`config.mk`:
```
export PLATFORM = sky130hd
export DESIGN_NAME = nibble_serial_adder_flat
export DESIGN_NICKNAME = d
export VERILOG_FILES = /design/src/rtl/nibble_serial_adder_if.sv /design/src/rtl/nibble_serial_adder.sv /design/src/flat_wrapper.sv
export SDC_FILE = /design/constraint.sdc
export NUM_CORES = 1
export LEC_CHECK = 0
export BUFFER_PORTS_ARGS = -buffer_cell sky130_fd_sc_hd__buf_2
export CORE_ASPECT_RATIO = 0.75
export CORE_UTILIZATION = 57
export CTS_CLUSTER_DIAMETER = 80
export DETAILED_ROUTE_END_ITERATION = 10
export HOLD_SLACK_MARGIN = 0.08
export PLACE_DENSITY = 0.81
export SETUP_SLACK_MARGIN = 0.1
export SLEW_MARGIN = 0
export SYNTH_ARGS = -nofsm -noshare
export SYNTH_HDL_FRONTEND = slang
export SYNTH_SLANG_ARGS = --single-unit
```
`constraint.sdc`:
```
create_clock -name clk -period 5.6 [get_ports clk]
set_input_delay 1.68 -clock clk [delete_from_list [all_inputs] [get_ports clk]]
set_output_delay 1.68 -clock clk [all_outputs]
set_load 0.1 [all_outputs]
```
`src/rtl/nibble_serial_adder_if.sv`:
```
// rtl/nibble_serial_adder_if.sv - start/busy/done request bus of the nibble-serial adder
//
// Carries one operand request and its result between the controlling logic
// (master) and nibble_serial_adder (slave).
//   start       request, sampled by the adder only while idle
//   op_a, op_b  W-bit operands, W = 4*NIBBLES
//   c_in        carry-in of the whole addition
//   busy        high while nibbles are being summed
//   done        one-cycle pulse, result valid
//   sum, c_out  registered result, held until the next completed add
//   ovf         signed overflow, present only with NIBBLE_SERIAL_ADDER_OVERFLOW_EN
interface nibble_serial_adder_if #(
    parameter int NIBBLES = 4
);
    localparam int W = 4 * NIBBLES;

    logic         start;
    logic [W-1:0] op_a;
    logic [W-1:0] op_b;
    logic         c_in;
    logic         busy;
    logic         done;
    logic [W-1:0] sum;
    logic         c_out;
`ifdef NIBBLE_SERIAL_ADDER_OVERFLOW_EN
    logic         ovf;

    modport master (output start, op_a, op_b, c_in, input busy, done, sum, c_out, ovf);
    modport slave  (input start, op_a, op_b, c_in, output busy, done, sum, c_out, ovf);
`else
    modport master (output start, op_a, op_b, c_in, input busy, done, sum, c_out);
    modport slave  (input start, op_a, op_b, c_in, output busy, done, sum, c_out);
`endif
endinterface

```
`src/rtl/nibble_serial_adder.sv`:
```
// rtl/nibble_serial_adder.sv - wide adder sequenced one nibble per clock over an external 4-bit adder
//
// Feeds an external combinational FourBitAdder one nibble per cycle, LSB
// nibble first, keeping the ripple carry in a register between nibbles.
// Optional macro: NIBBLE_SERIAL_ADDER_OVERFLOW_EN adds bus.ovf (signed overflow).
// Ports:
//   clk       rising-edge clock
//   rst       asynchronous active-high reset
//   bus       nibble_serial_adder_if.slave: start/op_a/op_b/c_in in,
//             busy/done/sum/c_out(/ovf) out
//   add_a     nibble of A to the FourBitAdder (0 outside RUN)
//   add_b     nibble of B to the FourBitAdder (0 outside RUN)
//   add_cin   carry into the FourBitAdder (0 outside RUN)
//   add_s     sum nibble from the FourBitAdder
//   add_cout  carry out of the FourBitAdder
module nibble_serial_adder #(
    parameter int NIBBLES = 4
) (
    input  logic                     clk,
    input  logic                     rst,
    nibble_serial_adder_if.slave     bus,
    output logic [3:0]               add_a,
    output logic [3:0]               add_b,
    output logic                     add_cin,
    input  logic [3:0]               add_s,
    input  logic                     add_cout
);
    localparam int W     = 4 * NIBBLES;
    localparam int IDX_W = (NIBBLES > 1) ? $clog2(NIBBLES) : 1;
    localparam logic [IDX_W-1:0] LAST_IDX = IDX_W'(NIBBLES - 1);

    typedef enum logic [1:0] {
        S_IDLE = 2'd0,
        S_RUN  = 2'd1,
        S_DONE = 2'd2
    } state_t;

    state_t           state;
    state_t           state_next;
    logic [W-1:0]     a_reg;
    logic [W-1:0]     b_reg;
    logic [W-1:0]     partial;
    logic [W-1:0]     merged;
    logic [W-1:0]     sum_reg;
    logic             carry;
    logic             c_out_reg;
    logic [IDX_W-1:0] idx;
    logic             last_nibble;
`ifdef NIBBLE_SERIAL_ADDER_OVERFLOW_EN
    logic             ovf_reg;
`endif

    assign last_nibble = (idx == LAST_IDX);

    always_ff @(posedge clk or posedge rst) begin
        if (rst) begin
            state <= S_IDLE;
        end else begin
            state <= state_next;
        end
    end

    always_comb begin
        state_next = state;
        case (state)
            S_IDLE:  if (bus.start) state_next = S_RUN;
            S_RUN:   if (last_nibble) state_next = S_DONE;
            S_DONE:  state_next = S_IDLE;
            default: state_next = S_IDLE;
        endcase
    end

    // Nibble select toward the adder. merged is the partial word with the
    // nibble currently being summed patched in, so the final edge can load
    // the complete result into sum in the same cycle.
    always_comb begin
        add_a   = 4'd0;
        add_b   = 4'd0;
        add_cin = 1'b0;
        merged  = partial;
        if (state == S_RUN) begin
            add_cin = carry;
            for (int i = 0; i < NIBBLES; i++) begin
                if (idx == IDX_W'(i)) begin
                    add_a          = a_reg[4*i +: 4];
                    add_b          = b_reg[4*i +: 4];
                    merged[4*i +: 4] = add_s;
                end
            end
        end
    end

    always_ff @(posedge clk or posedge rst) begin
        if (rst) begin
            a_reg     <= '0;
            b_reg     <= '0;
            partial   <= '0;
            sum_reg   <= '0;
            carry     <= 1'b0;
            c_out_reg <= 1'b0;
            idx       <= '0;
`ifdef NIBBLE_SERIAL_ADDER_OVERFLOW_EN
            ovf_reg   <= 1'b0;
`endif
        end else begin
            case (state)
                S_IDLE: begin
                    if (bus.start) begin
                        a_reg   <= bus.op_a;
                        b_reg   <= bus.op_b;
                        carry   <= bus.c_in;
                        partial <= '0;
                        idx     <= '0;
                    end
                end
                S_RUN: begin
                    partial <= merged;
                    if (last_nibble) begin
                        // idx stays at the last nibble; it never wraps
                        sum_reg   <= merged;
                        c_out_reg <= add_cout;
`ifdef NIBBLE_SERIAL_ADDER_OVERFLOW_EN
                        ovf_reg   <= (a_reg[W-1] == b_reg[W-1]) && (merged[W-1] != a_reg[W-1]);
`endif
                    end else begin
                        carry <= add_cout;
                        idx   <= idx + IDX_W'(1);
                    end
                end
                default: ;
            endcase
        end
    end

    assign bus.busy  = (state == S_RUN);
    assign bus.done  = (state == S_DONE);
    assign bus.sum   = sum_reg;
    assign bus.c_out = c_out_reg;
`ifdef NIBBLE_SERIAL_ADDER_OVERFLOW_EN
    assign bus.ovf   = ovf_reg;
`endif
endmodule

```
`src/flat_wrapper.sv`:
```
// flat-port wrapper written by rule: the top's interface ports become plain ports
module nibble_serial_adder_flat 
#(
    parameter int NIBBLES = 4
)
  (clk, rst, add_a, add_b, add_cin, add_s, add_cout, bus_start, bus_op_a, bus_op_b, bus_c_in, bus_busy, bus_done, bus_sum, bus_c_out);
  nibble_serial_adder_if #(.NIBBLES(NIBBLES)) bus_i ();
  input  logic clk;
  input  logic rst;
  output logic [3:0] add_a;
  output logic [3:0] add_b;
  output logic add_cin;
  input  logic [3:0] add_s;
  input  logic add_cout;
  input wire logic [$bits(bus_i.start)-1:0] bus_start;
  input wire logic [$bits(bus_i.op_a)-1:0] bus_op_a;
  input wire logic [$bits(bus_i.op_b)-1:0] bus_op_b;
  input wire logic [$bits(bus_i.c_in)-1:0] bus_c_in;
  output wire logic [$bits(bus_i.busy)-1:0] bus_busy;
  output wire logic [$bits(bus_i.done)-1:0] bus_done;
  output wire logic [$bits(bus_i.sum)-1:0] bus_sum;
  output wire logic [$bits(bus_i.c_out)-1:0] bus_c_out;
  assign bus_i.start = bus_start;
  assign bus_i.op_a = bus_op_a;
  assign bus_i.op_b = bus_op_b;
  assign bus_i.c_in = bus_c_in;
  assign bus_busy = bus_i.busy;
  assign bus_done = bus_i.done;
  assign bus_sum = bus_i.sum;
  assign bus_c_out = bus_i.c_out;
  nibble_serial_adder #(.NIBBLES(NIBBLES)) u_core (.clk(clk), .rst(rst), .bus(bus_i), .add_a(add_a), .add_b(add_b), .add_cin(add_cin), .add_s(add_s), .add_cout(add_cout));
endmodule
```
==> flow_summary.json <==
{
  "status": "complete, no violations",
  "clockRootBuffer": "clkbuf_8",
  "io_pins": 69,
  "drive_gt1_share_pct": 45.6,
  "reg2regPathDepth": 3,
  "worstPathArrival_ps": 2930,
  "synth_area_um2": 2970,
  "grt_overflow": 0,
  "grt_use_total_pct": 23.9,
  "synth.lib_cells_used.distinct": 27,
  "cap_violations": 0,
  "cts_sinks": 66,
  "met1_usage_pct": 34.0,
  "crit_fanout": 18,
  "fmax_ghz": 0.217,
  "period_needed_ps": 4610,
  "port_buffers": 68,
  "start_kind": "register",
  "dp_hpwl_mm": 3.97,
  "drt_pass1_iterations": 4,
  "finalHoldViolCount": 0,
  "cts_tree": "built",
  "syn_nets": 276,
  "worst_hold_path_type": "register to register",
  "die_area_um2": 5500,
  "fp.dieH_um": 64.5,
  "syn-instance-count": 231,
  "detail_route.iter0.violations": 129,
  "grt_pass1_vias": 2033,
  "area_delta_synth_final_pct": 20.4,
  "cp.required_ps": 3920,
  "maxSlewHeadroom_pct": 32.1,
  "yosysWarnings": 0,
  "start_util_pct": 59.9,
  "remaining_drc_errors": 0,
  "avgSynthCellArea_um2": 12.9,
  "setup_tns_ps": 0,
  "met3_usage_pct": 5.86,
  "fin_worst_skew_ps": 5.48,
  "vias": 2066,
  "drv_slew": 0,
  "postCtsSetupRepairBufs": 0,
  "postCtsHoldBufs": 0,
  "gp_congestion": 0.733,
  "grtUsageMet2_pct": 35.2,
  "grt_pass1_wl_mm": 9.95,
  "max_slew.worst_pin.slew_ps": 1020,
  "routed_wl_mm": 5.91,
  "core_region_area_um2": 4950,
  "rsz0062_at_grt": "false",
  "busiest_layer": "met2",
  "end_kind": "primary output",
  "hold_depth": 2,
  "cts_buffer_depth": 2,
  "antenna_found_initial": 0,
  "yosysSeqAreaShare_pct": 55.6,
  "vias_per_cell": 5.80,
  "detail_route.wl_per_cell_um": 16.6,
  "clk_latency_ps": 340,
  "antenna_left": 0,
  "ctsResizeCount": 0,
  "nNetsFinal": 336,
  "htree_num_levels": 3,
  "numCtsBuffers": 9,
  "ys_ff_latch": 66,
  "grt_max_degree": 67,
  "critical_path_class": "register to primary output",
  "die_w_um": 85.3,
  "num_rows": 22,
  "cts.clk_slew.worst_paths_ps": 70,
  "diodes": 0,
  "setup_viol": 0,
  "period_share_pct": 82.3
}
==> layer usage <==
| layer | vias up | wire, um |
|---|---|---|
| li1 | 969 | - |
| met1 | 1031 | 2950 |
| met2 | 56 | 2610 |
| met3 | 10 | 257 |
| met4 | 0 | 89 |
| met5 | - | 0 |
==> final timing paths <==
path	from	end	slack (ps)
worst max-delay path	u_core.idx[1]	add_b[2]	990
worst min-delay path	u_core.bus.sum[6]	u_core.bus.sum[6]	480
worst max register to register	u_core.idx[0]	u_core.bus.sum[13]	2910
worst min register to register	u_core.bus.sum[6]	u_core.bus.sum[6]	480
max in group asynchronous	rst	u_core.a_reg[15]	3500
min in group asynchronous	rst	u_core.bus.sum[7]	1580
==> cell usage after synthesis (all sizes together) <==
master  number  area [um^2]
nand2b       1         8.76
o41ai        8         70.1
a221oi       8         70.1
inv          7         26.3
mux2i       13          130
o21ba        1         10.0
nor2b       10         62.6
ha           4         50.1
o21ai       15         75.1
nand2       13         48.8
nand3        8         40.0
buf         18          113
o221a        1         11.3
nand3b       2         15.0
dfrtp       66         1650
mux2        37          417
and2         1         6.26
o22ai        1         6.26
a32o        12          120
clkbuf       3         11.3
nor3b        1         18.8
a21o         1         7.51
==> cell families after synthesis <==
logic type                 Yosys count  synth area share, %
DFF                                 66                 55.6
buffers and inverters               28                 5.06
AOI/OAI and AO/OA                   47                 12.5
muxes                               50                 18.4
adders and majority gates            4                 1.69
and+or+nand+nor                     36                 6.74
==> layout make-up <==
| cell class | count | area, um^2 |
|---|---|---|
| repair buffers | 70 | 355 |
| clock inverters | 4 | 72.6 |
| inverters | 7 | 26.3 |
| multi-input cells | 137 | 1230 |
| clock buffers | 12 | 165 |
| flip-flops and latches | 66 | 1650 |
| well taps | 60 | 75.1 |
| fillers | 361 | 1380 |
==> stage by stage <==
step | setup WS, ps | cell area [um^2] | instances | hold WS, ps | utilization [%]
floorplan | 1030 | 3030 | 231 | 459 | -
global placement | 1410 | 3340 | 340 | 459 | 67.3
detailed placement | 1370 | 3340 | 340 | 466 | 67.3
CTS | 985 | 3570 | 356 | 482 | 72.1
global route | 820 | 3570 | 356 | 506 | 72.1
finish | 992 | 3570 | 356 | 477 | 72.1
==> critical path, stage by stage, from the launching register on <==
cell,delay [ps]
dfrtp_1,380
inv_1,90
ha_1,450
nor2b_1,630
a221oi_1,190
o41ai_2,360
buf_2,490
==> cells in the final DEF, fill, tap and decap left out <==
master,netlist,layout
a21o_1,1,1
a221oi_1,8,8
a32o_1,12,12
and2_1,1,1
buf_2,9,68
buf_4,1,2
bufinv_16,0,2
clkbuf_8,0,12
clkinv_2,0,1
clkinvlp_4,0,1
dfrtp_1,66,66
ha_1,4,4
inv_1,6,5
inv_2,1,2
mux2_1,2,2
mux2_2,35,35
mux2i_1,13,13
nand2_1,13,13
nand2b_2,1,1
nand3_1,8,8
nand3b_1,2,2
nor2b_1,10,10
nor3b_4,1,1
o21ai_0,15,15
o21ba_2,1,1
o221a_2,1,1
o22ai_1,1,1
o41ai_2,0,8
Power is left out: the tool's default activity adds up to more than one toggle a clock period on the data nets, which glitch-free logic cannot reach.
